`src/rtl/fetch_stage.sv`:
```
// Instruction-fetch stage: owns the PC, drives it to the instruction memory
// and captures the returned word into the IF/ID register. It has run/idle
// control, a decode-side stall and a branch/jump redirect that flushes IF/ID.
module fetch_stage #(
  parameter int          MEM_BYTES = 128,
  parameter logic [15:0] RESET_PC  = 16'h0
) (
  input  logic        Clock,
  input  logic        ResetN,
  input  logic        Run,
  input  logic        Stall,
  input  logic        BranchTaken,
  input  logic [15:0] BranchTarget,
  input  logic [15:0] Instruction,
  output logic [15:0] PC,
  output logic [15:0] IF_PC,
  output logic [15:0] IF_Instr,
  output logic        IF_Valid,
  output logic        Misaligned
);

  typedef enum logic [1:0] {IDLE, FETCH, STALL} state_t;

  // Keeps redirect addresses inside memory and halfword aligned.
  localparam logic [15:0] ADDR_MASK = 16'(MEM_BYTES - 1) & 16'hFFFE;

  state_t      state, state_nx;
  logic        do_redirect, do_fetch, do_flush;
  logic [16:0] pc_inc;
  logic [15:0] pc_next;

  // Sequential PC; the extra bit catches the step past the top of memory.
  assign pc_inc  = {1'b0, PC} + 17'd2;
  assign pc_next = (pc_inc >= 17'(MEM_BYTES)) ? 16'h0 : pc_inc[15:0];

  // State register.
  always_ff @(posedge Clock or negedge ResetN) begin
    if (!ResetN) state <= IDLE;
    else         state <= state_nx;
  end

  // Next state and datapath actions. Run=0 wins over everything, then a
  // redirect, then the per-state stall/fetch decision.
  always_comb begin
    state_nx    = state;
    do_redirect = 1'b0;
    do_fetch    = 1'b0;
    do_flush    = 1'b0;
    if (!Run) begin
      state_nx = IDLE;
      do_flush = 1'b1;
    end else if (BranchTaken) begin
      state_nx    = FETCH;
      do_redirect = 1'b1;
    end else begin
      case (state)
        IDLE: begin
          state_nx = FETCH;
          do_flush = 1'b1;
        end
        FETCH: begin
          if (Stall) state_nx = STALL;
          else       do_fetch = 1'b1;
        end
        STALL: begin
          if (!Stall) begin
            state_nx = FETCH;
            do_fetch = 1'b1;
          end
        end
        default: state_nx = IDLE;
      endcase
    end
  end

  // PC, IF/ID register and sticky misalignment flag. A redirect flushes IF/ID
  // but keeps the old IF_PC/IF_Instr contents; a stall simply holds everything.
  always_ff @(posedge Clock or negedge ResetN) begin
    if (!ResetN) begin
      PC         <= RESET_PC;
      IF_PC      <= 16'h0;
      IF_Instr   <= 16'h0;
      IF_Valid   <= 1'b0;
      Misaligned <= 1'b0;
    end else if (do_redirect) begin
      PC       <= BranchTarget & ADDR_MASK;
      IF_Valid <= 1'b0;
      if (BranchTarget[0]) Misaligned <= 1'b1;
    end else if (do_flush) begin
      IF_Valid <= 1'b0;
    end else if (do_fetch) begin
      IF_Instr <= Instruction;
      IF_PC    <= PC;
      IF_Valid <= 1'b1;
      PC       <= pc_next;
    end
  end

endmodule

```
`config.mk`:
```
export PLATFORM = sky130hd
export DESIGN_NAME = fetch_stage
export DESIGN_NICKNAME = d
export VERILOG_FILES = /design/src/rtl/fetch_stage.sv
export SDC_FILE = /design/constraint.sdc
export NUM_CORES = 1
export LEC_CHECK = 0
export CAP_MARGIN = 20
export CORE_MARGIN = 2
export CORE_UTILIZATION = 45
export CTS_BUF_LIST = sky130_fd_sc_hd__clkbuf_8
export DETAILED_ROUTE_END_ITERATION = 10
export GPL_TIMING_DRIVEN = 0
export MAX_ROUTING_LAYER = met4
export PLACE_DENSITY = 0.82
export SLEW_MARGIN = 20
export SYNTH_ARGS = -nofsm -noshare
export SYNTH_HDL_FRONTEND = slang
export SYNTH_SLANG_ARGS = --single-unit
```
`constraint.sdc`:
```
create_clock -name Clock -period 5.1 [get_ports Clock]
set_clock_uncertainty 0.1 [all_clocks]
set_input_delay 1.02 -clock Clock [delete_from_list [all_inputs] [get_ports Clock]]
set_output_delay 1.02 -clock Clock [all_outputs]
set_load 0.01 [all_outputs]
```
Word level (Yosys, flattened, before mapping):

Cells that the tools add are included.

* bitwise logic cells: 2
* muxes and demuxes: 21
* reduce and logical (&&, ||, !) cells: 8
* order comparisons: 1
* equal/unequal tests: 5
* add/subtract/negate cells: 1

Operators with widths (number)
* $mux 16: 4
* $add 16x2->17 const B: 1
* $ge 17x8->1 const B: 1
* $mux 1: 12
* $mux 2: 4
* $ne 4x4->1 const B: 2
* $pmux 2 s3: 1
* $reduce_and 2->1: 3
* $reduce_and 3->1: 1
* $reduce_bool 3->1: 1
* $eq 2x1->1 const B: 1
* $eq 2x2->1 const B: 1
* $logic_not 2->1: 1
* $ne 2x2->1 const B: 1
* $not 1->1: 2
* $reduce_bool 2->1: 1
* $reduce_or 2->1: 1

* flip-flop bits (word level): 52
* input port bits: 37
* output and inout bits: 50

Longest topological paths before layout:

Gate-level depths: netlist of the first run.

* word-level depth: 8
* depth in mapped cells: 8
* depth with buffers taken out: 7

Worst setup path before layout of the first run:

Ideal clock, no wire load.

* path type: input -> register
* from: input BranchTaken
* to: register IF_Instr[0]
* required time: 4.935 ns
* setup slack: 2.869 ns
* stages: 7
* arrival time: 2.066 ns
* buffers on the path: 2
* path through: nand2b_1 nor2_1 nand2_1 clkbuf_1 clkbuf_1 nand2_1 nand2_1

* word-level cells in the longest chain between the ends: 4
* elaborated cells between the ends (all ways): 9
* those cells by class: mux (6); bitwise (2); reduce/logical (1)

RTL lines
* start, declared: RTL line 12 `input logic BranchTaken,`
* $mux 1: RTL line 52 `end else if (BranchTaken) begin`
* $mux 1: RTL line 49 `if (!Run) begin`
* $not 1->1 (no source line)
* $reduce_and 3->1 (no source line) *
* end signal, assigned: RTL line 92 `IF_Instr <= Instruction;`
* end, declared: RTL line 17 `output logic [15:0] IF_Instr,`

Mark *: on every way between the ends. The rest lies on a longest branch, timed or not.
A chain may end at the register's enable or synchronous reset.

Worst setup path in the final report of the first run:

* from: input BranchTaken
* to: register IF_Instr[12]

Same word-level chain as after synthesis.

==> out/results.tsv, run 1 <==
stage	metric	value	unit
clocking	cts_tree	built	
floorplan	initial_core_util	47.5	%
clocking	clock_latency	0.29	ns
global_route	grt_max_degree	31	
sta	grt_setup_unrepaired	no	
synthesis	syn_area	0.00227	mm²
global_route	grt_overflow	0	
min_path	min_path_type	register to register	
placed_design	place_congestion	0.894	
synthesis	synth-warning-count	0	
synthesis	synth_edf_count	0	
clocking	cts_hold_buf	0	
synthesis	synth_top_area_share	55.1	%
cells_and_area	nets	349	
clocking	root_buffer	clkbuf_8	
placed_design	place_area	0.00312	mm²
sta	fmax	343	MHz
setup_path	crit_required	5.23	ns
sta	postLayoutSetupSlackWorst	2.18	ns
pwr	cellLeakagePower	0.00149	µW
setup_path	worstPathMaxFanout	10	
route	vias	1902	
clocking	h-tree-depth	2	
pwr	vdd_drop_max	0.236	mV
status	outcome	completed	
job	drv_cap	0	
route	postRouteAntennaNets	0	
cells_and_area	synthToLayoutAreaGrowth	40.9	%
global_route	grt_pass1_vias	1811	
synthesis	synthFlopType	dfrtp_1	
floorplan	pin_count	87	
sta	final_hold_viol_count	0	
synthesis	ys_async_sr_fraction	100	%
cells_and_area	regArea	0.00125	mm²
synthesis	synth.most_common_cell	nand2_1	
sta	finalMaxSlewViolations	0	
setup_path	crit_type	input pin to register	
pwr	p_per_area	355	mW/mm²
synthesis	synth.distinct_cells	35	
sta	period_share	57.2	%
route	drcViolationCount	0	
global_route	grt_usage	20.6	%
min_path	worstHoldStart	Misaligned	
route	drtIter0Drc	188	
cells_and_area	post-route-cell-area	0.00320	mm²
setup_path	worstPathArrival	3.05	ns
setup_path	critPathLaunch	BranchTaken	
synthesis	avgSynthCellArea	10.2	µm²
placed_design	dpl.hpwl	3.77	mm
synthesis	synth_cells	223	
route	via_per_inst	5.09	
route	detail_route.wl_per_cell	13.6	µm
floorplan	core-area	0.00479	mm²
clocking	post_cts_buffers	0	
sta	fin_setup_tns	0	ns
cells_and_area	drive_gt1_share	10.4	%
clocking	path_clk_slew	0.09	ns
cells_and_area	nFillCells	382	
sta	period_minus_slack	2.92	ns
placed_design	dp.cells	367	
clocking	cts_sinks	50	
floorplan	die_height	75.0	µm
cells_and_area	antennaDiodeCount	0	
sta	worst_pin_slew	0.583	ns
synthesis	ys_ff_latch	50	
floorplan	chipWidth	75.0	µm
placed_design	port_buffers	75	
clocking	clockBufferDepth	2	
synthesis	yosysTopAreaCell	dfrtp_1	
setup_path	critPathLaunchType	input pin	
floorplan	num_rows	25	
synthesis	ys_top_cells_by_area	dfrtp_1 (55%), nand2_1 (9.1%), mux2_2 (6.9%)	
setup_path	rr_startpoint	state[0]	
clocking	cts_resized	0	
synthesis	synth_common_cells	nand2_1 (55), dfrtp_1 (50), and3_1 (14), mux2_2 (14), nand3_1 (14)	
placed_design	post-place-ws	1.87	ns
route	wirelength	5.07	mm
clocking	cts_made_buffers	5	
sta	setup_viol	0	
setup_path	endpoint_kind	register	
global_route	grt_first_pass_wirelength	8.42	mm
floorplan	die_area	0.00563	mm²
global_route	antenna_found_initial	0	
synthesis	ys_seq_area_share	55.1	%
route	dr.pass1.iters	4	
cells_and_area	multi_input_area	957	µm²
sta	slew-limit-headroom	61.1	%
cells_and_area	fin_cells	374	
-- layer usage --
metal  wire length, µm  up-vias  track usage, %
met4                46        0            4.76
met3               433        6            6.69
met2              2400       76            32.3
met5                 0        -               -
met1              2190      889            26.2
li1                  -      931               -
-- per-stage QoR --
step	utilization (%)	hold WS, ns	power (µW)
CTS	66.9	0.366	1140
global route	66.9	0.390	1210
global placement	65.0	0.341	921
floorplan	-	0.393	713
detailed placement	65.3	0.347	936
finish	66.9	0.362	1140
-- power breakdown --
part	internal (µW)	switching, µW
clock network	90.7	119
logic	227	165
registers	474	60.7
total	792	345
-- flip-flops by register name, summed over array words and instances (netlist names) --
register and count:
IF_Instr 16, state 2, PC 15, IF_Valid 1, Misaligned 1, IF_PC 15
-- cells in the final DEF (no fill, tap or decap), types with 2 or more instances in the layout --
| cell type | count |
|---|---|
| clkbuf_1 | 7 |
| nor4_1 | 3 |
| a21oi_1 | 7 |
| mux2_2 | 14 |
| conb_1 | 2 |
| nor2_1 | 10 |
| clkbuf_8 | 5 |
| inv_1 | 5 |
| ha_1 | 5 |
| dfrtp_1 | 50 |
| buf_2 | 3 |
| nand3_1 | 14 |
| clkdlybuf4s50_1 | 74 |
| buf_4 | 2 |
| nor2b_1 | 2 |
| o211ai_1 | 3 |
| nor3b_1 | 2 |
| and3_2 | 2 |
| or3_1 | 2 |
| a31oi_1 | 2 |
| o21a_1 | 2 |
| nand2_1 | 55 |
| o21ai_0 | 2 |
| nand4_1 | 5 |
| nor3_1 | 3 |
| and3_1 | 14 |
-- final timing paths --
kind / to / depth (start not counted) / slack [ns]
hold reg to reg: Misaligned / 1 / 0.36
setup / recovery: IF_Instr[12] / 8 / 2.18
max in group asynchronous: PC[15] / 2 / 3.80
hold / removal: Misaligned / 1 / 0.36
setup reg to reg: IF_Instr[12] / 8 / 2.71
min in group asynchronous: Misaligned / 1 / 0.58
-- cells by family after synthesis --
| kind of cell | Yosys count | synth area share [%] |
|---|---|---|
| other | 1 | 0.165 |
| multiplexers | 15 | 7.38 |
| AND/OR/NAND/NOR | 116 | 24.8 |
| flip-flops | 50 | 55.1 |
| XOR/XNOR | 1 | 0.386 |
| buffers and inverters | 15 | 2.92 |
| adder cells (fa/ha/maj) | 5 | 2.75 |
| AO/OA/AOI/OAI | 20 | 6.50 |
-- final cells by class --
| class | count | area share, % |
|---|---|---|
| sequential | 50 | 39.1 |
| multi-input combinational | 159 | 29.9 |
| timing repair buffer | 76 | 23.9 |
| tap | 67 | 2.62 |
| clock buffer | 5 | 2.15 |
| buffer | 11 | 1.60 |
| inverter | 4 | 0.469 |
| clock inverter | 2 | 0.235 |
-- critical path: stages --
cell             delay [ns]
clkdlybuf4s50_1        0.51
nand2b_1               0.15
nor2_1                 0.06
nand2_1                0.20
clkbuf_1               0.49
clkbuf_1               0.41
nand2_1                0.12
nand2_1                0.08
Note: power is estimated with default switching activity, not from simulation.
==> run 2, diff against run 1 <==
clock period = 3 ns   (was 5.1 ns; I/O delays follow)
==> results of run 2 <==
Same layout as run 1 (identical final DEF). Status: completed.
Main changes from that run: setup slack after placement 1.87 ns -> 0.188 ns; setup slack after layout 2.18 ns -> 0.504 ns; hold slack 0.362 ns -> 0.159 ns; register-to-register setup slack 2.71 ns -> 0.61 ns; total power 1140 µW -> 1930 µW; worst IR drop on VDD 0.236 mV -> 0.401 mV
==> run 3, diff against run 2 <==
clock period = 2.5 ns   (was 3 ns; I/O delays follow)
==> run 3 against run 2 <==
  * Worst hold slack got worse by 0.097 ns
  * Total power grew 20%
  * Worst setup slack worse by 0.21 ns
  * Highest routed layer unchanged
==> out/results.tsv, run 3 (synthesis results as in run 1) <==
stage	metric	value	unit	change
status	outcome	completed		
sta	grt_setup_unrepaired	no		
setup_path	crit_required	2.63	ns	
setup_path	endpoint_kind	register		
placed_design	place_area	0.00312	mm²	unchanged
pwr	cellLeakagePower	0.00150	µW	+0.34%
setup_path	crit_top_cell	nand2_1		
setup_path	critPathLaunchType	input pin		
route	postRouteAntennaNets	0		unchanged
clocking	cts_tree	built		
sta	setup_viol	0		unchanged
cells_and_area	largest_reg_flops	16		unchanged
route	drtIter0Drc	209		+11%
cells_and_area	post-route-cell-area	0.00321	mm²	+0.39%
clocking	clock_latency	0.29	ns	about the same
route	vias	1894		-0.42%
cells_and_area	drive_gt1_share	10.7	%	+0.33 points
global_route	antenna_found_initial	0		unchanged
sta	worst_pin_slew	0.504	ns	-0.0793 ns
sta	finalMaxSlewViolations	0		unchanged
clocking	cts_made_buffers	5		unchanged
clocking	cts_sinks	50		unchanged
route	via_per_inst	5.06		-0.42%
setup_path	worstPathArrival	2.34	ns	
cells_and_area	top_regs	IF_Instr (16), IF_PC (15), PC (15)		
setup_path	cp_num_buf_inv	3		unchanged
route	drcViolationCount	0		unchanged
pwr	vdd_drop_max	0.481	mV	
pwr	p_per_area	720	mW/mm²	
cells_and_area	antennaDiodeCount	0		unchanged
floorplan	chipWidth	75.0	µm	unchanged
route	dr.pass1.iters	4		unchanged
cells_and_area	final_cell_mix	clkdlybuf4s50_1 (74), nand2_1 (55), dfrtp_1 (50)		
setup_path	cpMaxStageDelayCell	clkdlybuf4s50_1		
clocking	clockBufferDepth	2		unchanged
placed_design	place_congestion	0.894		unchanged
floorplan	core-area	0.00479	mm²	unchanged
setup_path	r2r_end	IF_Instr[12]		
setup_path	crit_path_max_incr_delay	0.51	ns	about the same
cells_and_area	layout_commonest_cell	clkdlybuf4s50_1		
route	wirelength	5.09	mm	+0.26%
floorplan	initial_core_util	47.5	%	unchanged
sta	slew-limit-headroom	66.4	%	+5.3 points
setup_path	critPathTopFamily	buffers and inverters		
route	detail_route.wl_per_cell	13.6	µm	+0.26%
setup_path	crit_type	input pin to register		
setup_path	cp.depth	8		unchanged
setup_path	critPathLaunch	BranchTaken		
sta	final_hold_viol_count	0		unchanged
clocking	root_buffer	clkbuf_8		
global_route	grt_pass1_vias	1811		unchanged
min_path	min_path_type	input pin to async pin		
cells_and_area	synthToLayoutAreaGrowth	41.5	%	
clocking	h-tree-depth	2		unchanged
sta	fmax	454	MHz	
global_route	grt_overflow	0		unchanged
setup_path	worstPathMaxFanout	10		unchanged
placed_design	dpl.hpwl	3.77	mm	unchanged
setup_path	worst-r2r-cell-count	8		unchanged
setup_path	crit_path_end	IF_Instr[12]		
sta	period_minus_slack	2.20	ns	
setup_path	rr_startpoint	state[0]		
floorplan	num_rows	25		unchanged
job	drv_cap	0		unchanged
sta	period_share	88.1	%	
floorplan	die_area	0.00563	mm²	unchanged
sta	fin_setup_tns	0	ns	unchanged
floorplan	die_height	75.0	µm	unchanged
cells_and_area	utilization	67.1	%	+0.26 points
setup_path	crit_chain	clkdlybuf4s50_1, nand2b_1, nor2_1, nand2_1, clkbuf_2, clkbuf_1, nand2_1, nand2_1		
global_route	grt_max_degree	31		unchanged
clocking	path_clk_slew	0.08	ns	about the same
cells_and_area	nets	349		unchanged
placed_design	port_buffers	75		unchanged
global_route	grt_usage	20.6	%	unchanged
global_route	grt_first_pass_wirelength	8.42	mm	unchanged
cells_and_area	regMostFlops	IF_Instr		
floorplan	pin_count	87		unchanged
setup_path	r2r_slack	0.31	ns	
run 3: cell counts in the layout (fill, tap and decap cells not counted):
Identical to the previous run, type by type.
run 3: metal layers:
| layer | routed length (µm) | global-route usage (%) |
|---|---|---|
| met4 | 46 | 4.76 |
| met1 | 2210 | 26.2 |
| met5 | 0 | - |
| met3 | 426 | 6.69 |
| met2 | 2400 | 32.3 |
run 3: what timing repair did:
action	CTS	global route
hold buffers	0	0
buffers inserted	0	0
endpoints found under the setup margin	0	11
resized for setup	0	3
run 3: how the worst min path moves through the flow:
stage,startpoint,endpoint,slack (ns),depth (start not counted)
6_report,ResetN,Misaligned,0.06,1
5_1_grt,ResetN,Misaligned,0.08,1
4_1_cts,ResetN,IF_Instr[4],0.07,1
3_5_place_dp,Misaligned,Misaligned,0.35,1
3_3_place_gp,Misaligned,Misaligned,0.34,1
2_1_floorplan,ResetN,IF_Instr[0],0.10,0
run 3: power by group:
part	switching [µW]	total, µW	internal, µW
Clock	240	425	185
Sequential	123	1090	966
Combinational	336	800	464
run 3: area by class of cell:
type                       instances  area [µm²]
buffer                            11        52.6
sequential                        50        1250
clock inverter                     2        7.51
clock buffer                       5        68.8
tap                               67        83.8
inverter                           4        15.0
fill                             380        1570
timing repair buffer              76         766
multi-input combinational        159         968
run 3: worst reg2reg max path: cells and delay by family, from the launching register on:
kind          cells  cell delay, ns
buf+inv           3            0.79
fa+ha+maj         1            0.29
flops             1            0.41
simple gates      4            0.53
run 3: per-stage QoR:
step                setup WS (ns)  std cells  power [µW]  hold slack (ns)
floorplan                   0.529        224        1450            0.104
global placement           -0.607        366        1880            0.341
detailed placement         -0.212        367        1910            0.347
CTS                        0.0984        374        2330           0.0677
global route               0.0614        374        2470           0.0795
finish                      0.297        374        2310           0.0619
